==> config.mk <==
export PLATFORM = sky130hd
export DESIGN_NAME = countdown_timer
export DESIGN_NICKNAME = d
export VERILOG_FILES = /design/src/rtl/countdown_timer_pkg.sv /design/src/rtl/countdown_timer.sv
export SDC_FILE = /design/constraint.sdc
export NUM_CORES = 1
export LEC_CHECK = 0
export ABC_AREA = 1
export ABC_CLOCK_PERIOD_IN_PS = 1500
export BUFFER_PORTS_ARGS = -buffer_cell sky130_fd_sc_hd__buf_2
export CORE_AREA = 10 10 54 56
export CTS_BUF_LIST = sky130_fd_sc_hd__clkbuf_2
export DETAILED_ROUTE_END_ITERATION = 16
export DIE_AREA = 0 0 64 66
export PLACE_DENSITY_LB_ADDON = 0.2
export SETUP_SLACK_MARGIN = 0.2
export SLEW_MARGIN = 20
export SYNTH_ARGS = -nofsm -noshare
export SYNTH_HDL_FRONTEND = slang
export SYNTH_SLANG_ARGS = --single-unit
==> constraint.sdc <==
create_clock -name clk -period 1.5 [get_ports clk]
set_input_delay 0.075 -clock clk [delete_from_list [all_inputs] [get_ports clk]]
set_output_delay 0.075 -clock clk [all_outputs]
set_load 0.05 [all_outputs]
==> src/rtl/countdown_timer_pkg.sv <==
// ============================================================================
// Module : countdown_timer_pkg
// Brief  : Shared state encoding and default sizes for countdown_timer.
// Rev    : 1.0  initial release
// ============================================================================
`default_nettype none

package countdown_timer_pkg;

    typedef enum logic [0:0] {
        IDLE = 1'b0,
        RUN  = 1'b1
    } state_t;

    localparam int c_def_width = 3;
    localparam int c_def_evw   = 8;

endpackage : countdown_timer_pkg

`default_nettype wire

==> src/rtl/countdown_timer.sv <==
// ============================================================================
// Module : countdown_timer
// Brief  : One-shot/periodic down counter with registered expire pulse and a
//          wrapping expiration tally.
// Rev    : 1.0  initial release
// ============================================================================
`default_nettype none

module countdown_timer
    import countdown_timer_pkg::*;
#(
    parameter int WIDTH = c_def_width,
    parameter int EVW   = c_def_evw
) (
    input  logic             clk,
    input  logic             rst,
    input  logic             start,
    input  logic             stop,
    input  logic             auto_reload,
    input  logic [WIDTH-1:0] load_val,
    output logic [WIDTH-1:0] count,
    output logic             busy,
    output logic             expire,
    output logic [EVW-1:0]   exp_cnt
);

    state_t           r_state;
    state_t           w_state;
    logic [WIDTH-1:0] r_count;
    logic [WIDTH-1:0] w_count;
    logic             r_busy;
    logic             r_expire;
    logic             w_expire;
    logic [EVW-1:0]   r_exp_cnt;

    // Priority: stop > start > auto_reload > decrement.
    always_comb begin
        w_state = r_state;
        w_count = r_count;
        case (r_state)
            IDLE: begin
                if (start && !stop) begin
                    w_state = RUN;
                    w_count = load_val;
                end
            end
            RUN: begin
                if (stop) begin
                    w_state = IDLE;
                end else if (start) begin
                    w_count = load_val;
                end else if (r_count != '0) begin
                    w_count = r_count - WIDTH'(1);
                end else if (auto_reload) begin
                    w_count = load_val;
                end else begin
                    w_state = IDLE;
                end
            end
            default: begin
                w_state = IDLE;
            end
        endcase
        w_expire = (w_state == RUN) && (w_count == '0);
    end

    always_ff @(posedge clk or negedge rst) begin
        if (!rst) begin
            r_state   <= IDLE;
            r_count   <= '0;
            r_busy    <= 1'b0;
            r_expire  <= 1'b0;
            r_exp_cnt <= '0;
        end else begin
            r_state  <= w_state;
            r_count  <= w_count;
            r_busy   <= (w_state == RUN);
            r_expire <= w_expire;
            if (w_expire) begin
                r_exp_cnt <= r_exp_cnt + EVW'(1);
            end
        end
    end

    assign count   = r_count;
    assign busy    = r_busy;
    assign expire  = r_expire;
    assign exp_cnt = r_exp_cnt;

endmodule : countdown_timer

`default_nettype wire

# Yosys cells after proc, flatten, opt, wreduce, memory -nomap -nowiden

Cells that the tools add are included.
Widths: inputs -> output; s select.

Bits in registers: 13
Bits in latches: 0
RAM bits: 0
Bits in read-only memories: 0
Input port bits: 8
Memories: 0

Add/subtract/negate cells: 2
$mul: 0
Div/mod/pow operators: 0
Order comparisons: 0
Eq/ne operators: 0
Shift-type cells: 0
Mux-type cells: 12
Bitwise gates (word level): 1
Reductions and logical operators: 5

Operators by type and width:

| operator            | number |
|---|---|
| $mux 3              | 5 |
| $add 8x1->8 const B | 1 |
| $pmux 3 s2          | 1 |
| $mux 1              | 5 |
| $logic_not 3->1     | 1 |
| $reduce_bool 3->1   | 1 |
| $sub 3x1->3 const B | 1 |
| $logic_and 1x1->1   | 2 |
| $pmux 1 s2          | 1 |
| $logic_not 1->1     | 1 |
| $not 1->1           | 1 |

# Logic depth before layout (Yosys ltp)

Gate-level depths: netlist of the first run.

Depth after elaboration: 7
Mapped depth: 14
Gate-level depth less buffers: 14

# Worst setup path before layout of the first run

No wires, ideal clock.

Path type: register -> register
From: register r_count[0], in the netlist count[0]
To: register r_exp_cnt[4], in the netlist exp_cnt[4]
Arrival: 1,806 ps
Required time: 1,380 ps
Setup slack: -426 ps
Cell stages (with the launch flop): 11
Clock period less this slack: 1,926 ps
Path through: dfrtp_1 -> inv_1 -> ha_1 -> nand2_2 -> inv_1 -> nand2_1 -> a31oi_2 -> a21oi_1 -> nand2_4 -> nand2_1 -> nand2_1

Longest elaborated chain between the ends: 7
Elaborated cells on any way between the ends: 14

Ends and longest elaborated chain:

| item                                      | line                  | source |
|---|---|---|
| start, declared                           | countdown_timer.sv:29 | `logic [WIDTH-1:0] r_count;` |
| start signal, assigned                    | countdown_timer.sv:76 | `r_count <= w_count;` |
| $sub 3x1->3, or another cell as far along | countdown_timer.sv:53 | `w_count = r_count - WIDTH'(1);` |
| $mux 3                                    | countdown_timer.sv:52 | `end else if (r_count != '0) begin` |
| $mux 3                                    | countdown_timer.sv:50 | `end else if (start) begin` |
| $mux 3                                    | countdown_timer.sv:48 | `if (stop) begin` |
| $pmux 3 s2                                | countdown_timer.sv:40 | `case (r_state)` |
| $logic_not 3->1                           | countdown_timer.sv:64 | `w_expire = (w_state == RUN) && (w_count == '0);` |
| $logic_and 1x1->1 *                       | countdown_timer.sv:64 |  |
| end signal, assigned                      | countdown_timer.sv:80 | `r_exp_cnt <= r_exp_cnt + EVW'(1);` |
| end, declared                             | countdown_timer.sv:34 | `logic [EVW-1:0] r_exp_cnt;` |

Every way passes the cells marked *; elsewhere a longest branch is shown, timed or not.
A chain may end at the register's enable or synchronous reset.

# Final worst setup path of the first run

From: register r_count[1], in the netlist count[1]
To: register r_exp_cnt[1], in the netlist exp_cnt[1]

Same word-level chain as after synthesis.

==> results of run 1 <==
path summary, 6_finish.rpt:
path / start / to / slack, ns / depth (start not counted)
max in group asynchronous: rst / count[2] / 1.05 / 2
setup reg to reg: count[1] / exp_cnt[1] / -0.02 / 13
setup / recovery: count[1] / exp_cnt[1] / -0.02 / 13
min in group clk: stop / busy / 0.27 / 4
hold reg to reg: exp_cnt[1] / exp_cnt[1] / 0.53 / 2
hold / removal: rst / exp_cnt[7] / 0.18 / 2
layout by cell type (no fill, tap or decap), drive strengths merged:
cell type / synthesis / routed
a21oi: 3 / 3
dfrtp: 13 / 13
a31oi: 1 / 1
nand2: 55 / 56
nor3: 1 / 1
xor2: 4 / 4
o211ai: 3 / 3
nor2: 5 / 5
nand4: 2 / 2
clkbuf: 0 / 4
inv: 21 / 21
dlygate4sd3: 0 / 1
ha: 3 / 3
buf: 0 / 28
nand3: 11 / 11
xnor2: 2 / 2
sequential cells by signal, summed over array words and instances (netlist names):
register,cells
exp_cnt,8
count,3
busy,1
expire,1
cell type report:
class	count	area [um^2]	share of cell area (%)
multi-input combinational	91	593.1	47.78
sequential	13	329.1	26.51
timing repair buffer	29	173.9	14.01
inverter	21	91.34	7.359
tap	27	33.78	2.722
clock buffer	4	20.02	1.613
power groups by stage:
stage               registers, mW  clock network (mW)  logic (mW)
floorplan                   0.698                   0       0.310
global placement            0.482                   0       0.724
detailed placement          0.484                   0       0.744
CTS                         0.477               0.189       0.819
global route                0.492               0.208       0.932
finish                      0.481               0.186       0.864
stage by stage:
step | hold slack [ns] | cell area, um^2 | power (mW)
3_5_place_dp | -0.02089 | 1096 | 1.228
3_3_place_gp | -0.02211 | 1096 | 1.206
2_1_floorplan | -0.2206 | 924.6 | 1.009
5_1_grt | 0.1874 | 1241 | 1.633
6_report | 0.1844 | 1241 | 1.532
4_1_cts | 0.2037 | 1190 | 1.485
worst max-delay path, cell delays in order (launching register included):
cell,delay [ns]
dfrtp_2,0.44
inv_4,0.09
ha_4,0.15
nand2_4,0.07
inv_4,0.07
nand2_2,0.04
nand2_1,0.06
nand2_1,0.06
nand2_2,0.10
nand2_2,0.07
nand2_2,0.09
inv_4,0.06
nand3_1,0.07
nand2_1,0.05
metal layers:
layer  vias up  wire (um)  global-route usage (%)  share of wire [%]
li1        454          -                       -                  -
met1       424       1032                   13.11                 45
met2        20       1134                   18.16                 49
met3         4        134                   4.746                5.8
met4         0         17                   2.459               0.73
met5         -          0                       0                  0
what timing repair did:
action / CTS / global route
buffers inserted: 3 / 0
resized for setup: 11 / 16
endpoints found under the hold margin: 13 / 0
cloned: 1 / 0
hold buffers: 1 / 0
pin swaps: 8 / 8
endpoints found under the setup margin: 11 / 13
cell families after synthesis:
family | synth area share [%]
xor+xnor | 6.034
simple gates | 36.21
flops | 37.36
fa+ha+maj | 4.311
buf+inv | 9.052
compound gates | 7.040
==> impl_metrics.csv, run 1 <==
group,metric,value,unit
cts,clkTransAtPathRegs,0.13,ns
detailed_routing,drtIter0Drc,43,
status,status,"finished, violations left",
yosys,synth_area_leaders,"dfrtp_1 (37%), nand2_1 (23%), inv_1 (9.1%), nand3_1 (6.3%), ha_1 (4.3%)",
cts,cts-root-buf,"clkbuf_2",
yosys,ys_seq_area_share,37.36,%
global_routing,grt_pass1_wl,3815,um
yosys,synth.most_common_cell,"nand2_1",
global_routing,antenna_found_initial,0,
yosys,yosys-top-cells-count,"nand2_1 (53), inv_1 (21), dfrtp_1 (13)",
global_routing,grt_usage,11.08,%
yosys,synth_ff_type,"dfrtp_1",
timing,worst-slew-pin-transition,0.4768,ns
setup_path,worstPathArrival,1.70,ns
timing,slew_headroom,68.07,%
cts,cts_tree,"yes",
detailed_routing,firstDrtPassIters,4,
cts,insertion_delay,0.28,ns
placed_design,dp_worst_setup_slack,-0.07975,ns
setup_path,worstSetupEndpointType,"flop",
setup_path,required,1.67,ns
die,rows,16,
yosys,syn_inst,124,
cts,htreeDepth,1,
yosys,mappedNetlistArea,870.8,um^2
yosys,synth_cell_types,17,
placed_design,dp_hpwl,1750,um
setup_path,cp_max_fo,8,
detailed_routing,avgRoutedWirePerCell,12.54,um
yosys,avgSynthCellArea,7.023,um^2
yosys,yosys_warnings,0,
detailed_routing,vias_per_cell,4.876,
placed_design,place_inst,176,
power_and_ir_drop,p_int,0.7722,mW
finish,fin_cells,185,
status,violations,"setup timing",
global_routing,grt_max_degree,14,
detailed_routing,wl,2319,um
global_routing,grt_pass1_vias,858,
yosys,ys_ff_latch,13,
cts,cts_made_buffers,3,
timing,tns,-0.08728,ns
cts,clock_sinks,13,
timing,setup_ws,-0.02266,ns
setup_path,path_class,"reg -> reg",
power_and_ir_drop,p_comb_share,56.4,%
finish,fillers,173,
timing,finalHoldViolCount,0,
job,maxCapViolCount,0,
power_and_ir_drop,p_seq_share,31.4,%
detailed_routing,vias,902,
die,ios,21,
timing,fin_skew,0.01553,ns
yosys,netlist.area_leader.share,37.36,%
die,die_h,66,um
detailed_routing,drc_errors,0,
placed_design,port_buffers,20,
timing,period_minus_slack,1.523,ns
yosys,synth_top_area_cell,"dfrtp_1",
power_and_ir_drop,ir_drop,1317,uV
die,core,0.001902,mm^2
die,die_w,64,um
timing,post-route-period-util,101.5,%
power_and_ir_drop,leakage,0.7134,nW
power_and_ir_drop,power_density,1234,mW/mm^2
finish,utilization,65.26,%
timing,setup_viol,7,
min_path,min_path_type,"in -> async",
setup_path,startpoint_type,"flop",
yosys,synth_edf_count,0,
die,start_util,45.79,%
timing,clock.fmax,656.7,MHz
finish,drive_gt1_share,43.67,%
finish,syn_to_final_growth,42.53,%
yosys,ys_async_sr_fraction,100.0,%
detailed_routing,ant_nets,0,
finish,insertedDiodeCount,0,
yosys,synth_nets,135,
power_and_ir_drop,p_switching,0.7596,mW
power_and_ir_drop,clkPwrFrac,12.2,%
placed_design,place_congestion,0.8856,
timing,rsz0062_at_grt,"true",
power_and_ir_drop,sw_frac_of_total,49.59,%
global_routing,grt.overflow.total,0,
cts,cts_buffer_depth,2,
timing,slew_violations,0,
finish,final_nets,170,
die,dieArea,0.004224,mm^2
(Power assumes the default switching activity.)
==> run 2: changes to the inputs <==
- ABC_AREA: 1 -> unset
- CORE_AREA: 10 10 54 56 -> 2 2 42 44
- DIE_AREA: 0 0 64 66 -> 0 0 44 46
==> run 2 against run 1 <==
The run still ends with setup timing left. Clock-buffer cell count stayed put. Clock skew is 0.0073 ns lower. Critical path type unchanged. Register-to-register slack worse by 0.41 ns. Highest routed layer is now met3. Worst hold slack worse by 0.17 ns. Via count is 36% lower.
==> impl_metrics.csv, run 2 <==
group,metric,value,unit
yosys,syn_inst,58,
die,dieArea,0.002024,mm^2
global_routing,antenna_found_initial,0,
detailed_routing,drc_errors,0,
timing,post-route-period-util,129.0,%
timing,setup_ws,-0.4355,ns
die,die_h,46,um
finish,insertedDiodeCount,0,
detailed_routing,vias,578,
placed_design,dp_worst_setup_slack,-0.4793,ns
die,core,0.001614,mm^2
job,maxCapViolCount,0,
cts,postCtsHoldBufs,1,
die,start_util,41.78,%
setup_path,r2r-end,"exp_cnt[1]",
timing,period_minus_slack,1.936,ns
global_routing,grt_pass1_vias,497,
cts,insertion_delay,0.26,ns
cts,cts-root-buf,"clkbuf_2",
cts,cts_made_buffers,3,
finish,layout_commonest_cell,"buf_2",
setup_path,cp_max_fo,8,
timing,setup_viol,11,
timing,rsz0062_at_grt,"true",
yosys,synth_ff_type,"dfrtp_1",
finish,syn_to_final_growth,48.98,%
yosys,synth_top_area_cell,"dfrtp_1",
power_and_ir_drop,leakage,0.4996,nW
yosys,synth_nets,69,
yosys,mappedNetlistArea,674.4,um^2
min_path,min_path_type,"in -> reg",
setup_path,required,1.66,ns
timing,slew_violations,0,
timing,fin_skew,0.008235,ns
finish,largest_reg_flops,8,
finish,final_nets,109,
global_routing,grt_max_degree,14,
global_routing,grt_pass1_wl,2152,um
setup_path,crit_end,"exp_cnt[1]",
yosys,avgSynthCellArea,11.63,um^2
yosys,synth_edf_count,0,
yosys,yosys_warnings,0,
power_and_ir_drop,ir_drop,1140,uV
detailed_routing,ant_nets,0,
setup_path,path_class,"reg -> reg",
timing,clock.fmax,516.7,MHz
status,violations,"setup timing",
global_routing,grt_usage,15.33,%
yosys,ys_ff_latch,13,
finish,most-common-layout-cells,"buf_2 (20), dfrtp_1 (11), buf_4 (9)",
die,rows,15,
finish,fin_cells,114,
status,status,"finished, violations left",
setup_path,r2r_start,"count[0]",
finish,drive_gt1_share,54.64,%
detailed_routing,drtIter0Drc,6,
timing,finalHoldViolCount,0,
detailed_routing,vias_per_cell,5.070,
timing,tns,-3.405,ns
yosys,synth_area_leaders,"dfrtp_1 (48%), xnor2_1 (7.8%), ha_1 (5.6%), mux2i_1 (4.5%), nand4_1 (3.7%)",
timing,worst-slew-pin-transition,0.3007,ns
yosys,ys_async_sr_fraction,100.0,%
setup_path,worstSetupEndpointType,"flop",
setup_path,reg2reg_slack,-0.44,ns
detailed_routing,avgRoutedWirePerCell,12.50,um
die,die_w,44,um
cts,cts_buffer_depth,2,
placed_design,place_inst,103,
detailed_routing,wl,1425,um
cts,cts_tree,"yes",
timing,slew_headroom,79.95,%
detailed_routing,firstDrtPassIters,4,
yosys,synth.most_common_cell,"dfrtp_1",
placed_design,port_buffers,20,
die,ios,21,
power_and_ir_drop,power_density,1292,mW/mm^2
yosys,yosys-top-cells-count,"dfrtp_1 (13), xnor2_1 (6), nand2_1 (4), nand4_1 (4)",
cts,htreeDepth,1,
yosys,synth_cell_types,24,
yosys,netlist.area_leader.share,48.24,%
cts,clock_sinks,13,
placed_design,place_congestion,0.7822,
setup_path,startpoint_type,"flop",
setup_path,cp-startpoint,"count[0]",
yosys,ys_seq_area_share,48.24,%
cts,clkTransAtPathRegs,0.12,ns
placed_design,place_area,884.6,um^2
global_routing,grt.overflow.total,0,
placed_design,dp_hpwl,1013,um
setup_path,reg2reg_depth,8,
finish,fin_area,0.001005,mm^2
setup_path,worstPathArrival,2.10,ns
power_and_ir_drop,p_total,1.298,mW
## run 2: cell types whose count changed in the layout (fill, tap and decap cells not counted), moves of 4 or more
cell / change
nand2_1: -33
inv_1: -14
nand2_2: -14
nand3_1: -8
nand2_4: -5
buf_6: +4
inv_4: -4
xnor2_1: +4
## run 2: worst min path at each step
stage / to / depth (start not counted) / slack (ns) / startpoint
2_1_floorplan: busy / 0 / -0.22 / rst
3_3_place_gp: count[2] / 1 / -0.03 / rst
3_5_place_dp: busy / 1 / -0.03 / rst
4_1_cts: busy / 2 / -0.01 / stop
5_1_grt: busy / 2 / -0.01 / stop
6_report: busy / 2 / 0.01 / stop
## run 2: area by class of cell
cell class | instances | area (um^2)
clock buffer | 4 | 20.02
fill | 139 | 609.3
inverter | 3 | 13.76
multi-input combinational | 42 | 387.9
sequential | 13 | 327.8
tap | 17 | 21.27
timing repair buffer | 35 | 234.0
## run 2: repair_timing
action	CTS	global route
pin swaps	6	5
endpoints found under the hold margin	14	1
buffers inserted	3	3
endpoints found under the setup margin	13	12
resized for setup	6	5
## run 2: cell families after synthesis
family	count (synthesis)	share of synthesized area, %
compound gates	9	8.904
xor+xnor	7	9.091
buf+inv	3	1.670
fa+ha+maj	3	5.566
simple gates	18	18.74
flops	13	48.24
mux	5	7.792
## run 2: report_power, final
group / switching (mW) / internal, mW
registers: 0.0726 / 0.411
clock network: 0.104 / 0.0708
logic: 0.384 / 0.256
## run 2: critical path, stage by stage, from the launching register on
cell and delay (ns):
dfrtp_2 0.40, inv_4 0.05, ha_4 0.16, and3_4 0.17
o31ai_4 0.21, o21ai_2 0.11, nor4b_4 0.29, buf_6 0.16
mux2_4 0.29
## run 2: routing by layer
metal / vias to the layer above / GRT usage [%] / share of wire (%)
li1: 284 / - / -
met1: 276 / 19.90 / 48
met2: 18 / 23.53 / 46
met3: 0 / 7.937 / 6.3
met4: 0 / 1.818 / 0
met5: - / 0 / 0
## run 2: through the flow
step                util [%]  hold slack, ns
global route           62.25        -0.01397
CTS                    59.46        -0.01108
detailed placement     54.81        -0.02522
floorplan                  -         -0.2206
finish                 62.25        0.009773
global placement       54.81        -0.02645
==> run 3: changes to the inputs <==
- CTS_BUF_LIST: sky130_fd_sc_hd__clkbuf_2 -> sky130_fd_sc_hd__clkbuf_4
- PLACE_DENSITY: unset -> 0.75
- PLACE_DENSITY_LB_ADDON: 0.2 -> unset
==> run 3 against run 2 <==
Register-to-register slack got worse by 0.03 ns. Critical path depth stayed put. Global-route usage increased by 1.5 points. Power up 3.5%. Non-clock buffer count fell by 1. Core utilization rose by 0.078 points. Maximum frequency is 1.6% lower. Worst hold slack improved by 0.11 ns. Cell count is 0.88% lower. Cell area rose by 0.12%. Via count up 1.0%. Clock skew decreased by 0.0032 ns. The flow still finishes with violations (setup timing).
==> impl_metrics.csv, run 3 (synthesis gave the netlist of run 2 again) <==
group,metric,value,unit
setup_path,startpoint_type,"flop",
cts,cts-root-buf,"clkbuf_4",
timing,clock.fmax,508.6,MHz
cts,cts_made_buffers,3,
placed_design,dp_hpwl,1067,um
die,die_h,46,um
finish,utilization,62.33,%
finish,drive_gt1_share,55.21,%
timing,slew_violations,0,
timing,rsz0062_at_grt,"true",
timing,period_minus_slack,1.966,ns
min_path,min_path_type,"in -> reg",
setup_path,r2r_start,"count[0]",
setup_path,worstSetupEndpointType,"flop",
setup_path,reg2reg_slack,-0.47,ns
finish,largest_reg_flops,8,
global_routing,grt.overflow.total,0,
setup_path,required,1.65,ns
timing,setup_ws,-0.4661,ns
cts,cts_buffer_depth,2,
status,violations,"setup timing",
finish,insertedDiodeCount,0,
finish,most-common-layout-cells,"buf_2 (20), dfrtp_1 (11), buf_4 (11)",
setup_path,cp.buffers_inverters,2,
cts,clkTransAtPathRegs,0.07,ns
placed_design,place_congestion,0.7946,
cts,insertion_delay,0.27,ns
timing,setup_viol,9,
detailed_routing,drc_errors,0,
timing,post-route-period-util,131.1,%
finish,fin_area,0.001006,mm^2
detailed_routing,firstDrtPassIters,4,
timing,slew_headroom,80.34,%
detailed_routing,avgRoutedWirePerCell,13.46,um
global_routing,grt_pass1_wl,2428,um
finish,syn_to_final_growth,49.16,%
job,maxCapViolCount,0,
placed_design,dp_worst_setup_slack,-0.5018,ns
setup_path,path_class,"reg -> reg",
setup_path,worstPathArrival,2.12,ns
placed_design,place_area,877.1,um^2
power_and_ir_drop,power_density,1336,mW/mm^2
die,rows,15,
placed_design,port_buffers,20,
setup_path,r2r-end,"exp_cnt[1]",
die,start_util,41.78,%
status,status,"finished, violations left",
min_path,worstHoldPathCells,3,
min_path,min_from,"load_val[0]",
finish,final_nets,108,
timing,finalHoldViolCount,0,
global_routing,grt_pass1_vias,525,
cts,cts_tree,"yes",
global_routing,antenna_found_initial,0,
die,die_w,44,um
setup_path,reg2reg_depth,8,
setup_path,cp_cell_sequence,"inv_4 > ha_2 > nor2b_4 > o31ai_4 > o21ai_2 > nor4b_4 > buf_6 > mux2_4",
die,dieArea,0.002024,mm^2
global_routing,grt_max_degree,14,
detailed_routing,drtIter0Drc,5,
timing,fin_skew,0.005072,ns
finish,layout_commonest_cell,"buf_2",
min_path,hold_end,"count[0]",
detailed_routing,ant_nets,0,
detailed_routing,vias_per_cell,5.168,
setup_path,cp_max_fo,8,
die,core,0.001614,mm^2
setup_path,cp_slowest_cell,"dfrtp_2",
power_and_ir_drop,ir_drop,914.3,uV
die,ios,21,
detailed_routing,wl,1521,um
timing,worst-slew-pin-transition,0.2949,ns
cts,htreeDepth,1,
setup_path,path_delay_family,"simple AND/OR/NAND/NOR gates",
cts,clock_sinks,13,
power_and_ir_drop,leakage,0.4964,nW
global_routing,grt_usage,16.85,%
detailed_routing,vias,584,
setup_path,cp_slowest_stage_delay,0.40,ns
run 3: cell type report:
type | count | area (um^2)
inverters | 3 | 16.27
clock buffers | 4 | 30.03
well taps | 17 | 21.27
multi-input cells | 42 | 395.4
repair buffers | 34 | 215.2
fillers | 134 | 608.1
flip-flops and latches | 13 | 327.8
run 3: how the worst max path moves through the flow:
| stage | slack [ns] | from | end | cells after the start |
|---|---|---|---|---|
| finish | -0.47 | count[0] | exp_cnt[1] | 8 |
| global route | -0.55 | count[0] | exp_cnt[5] | 9 |
| CTS | -0.45 | count[0] | exp_cnt[1] | 8 |
| detailed placement | -0.50 | count[1] | exp_cnt[1] | 8 |
| global placement | -0.48 | count[0] | exp_cnt[1] | 8 |
| floorplan | -0.72 | count[1] | exp_cnt[4] | 8 |
run 3: what timing repair did:
action / CTS / global route
cloned: 0 / 0
pin swaps: 4 / 6
buffers inserted: 4 / 2
endpoints found under the hold margin: 13 / 0
setup endpoints to repair: 11 / 13
hold buffers: 1 / 0
gates resized for setup: 6 / 5
run 3: power by group:
part / leakage (nW) / switching [mW] / internal (mW)
combinational: 0.311 / 0.383 / 0.248
sequential: 0.167 / 0.0732 / 0.412
clock: 0.0184 / 0.107 / 0.121
run 3: worst reg2reg max path: cells and delay by family (launching register included):
family | cells | cell delay (ns)
and+or+nand+nor | 2 | 0.42
DFF | 1 | 0.40
muxes | 1 | 0.29
AOI/OAI and AO/OA | 2 | 0.34
adders and majority gates | 1 | 0.18
buffers and inverters | 2 | 0.21
run 3: layer usage:
metal  GRT usage (%)  vias to the layer above  wire [um]
li1                -                      287          -
met2           28.24                       17        820
met4           5.455                        0         14
met1           20.70                      278        608
met3           5.159                        2         77
met5               0                        -          0
run 3: per-stage QoR:
stage | power (mW) | setup TNS [ns] | hold slack, ns | std cells
finish | 1.344 | -3.585 | 0.1171 | 113
floorplan | 0.8770 | -5.765 | -0.2206 | 58
detailed placement | 1.038 | -3.702 | -0.03026 | 102
CTS | 1.318 | -3.541 | 0.1128 | 111
global placement | 1.023 | -3.522 | -0.03142 | 102
global route | 1.421 | -4.521 | 0.1324 | 113
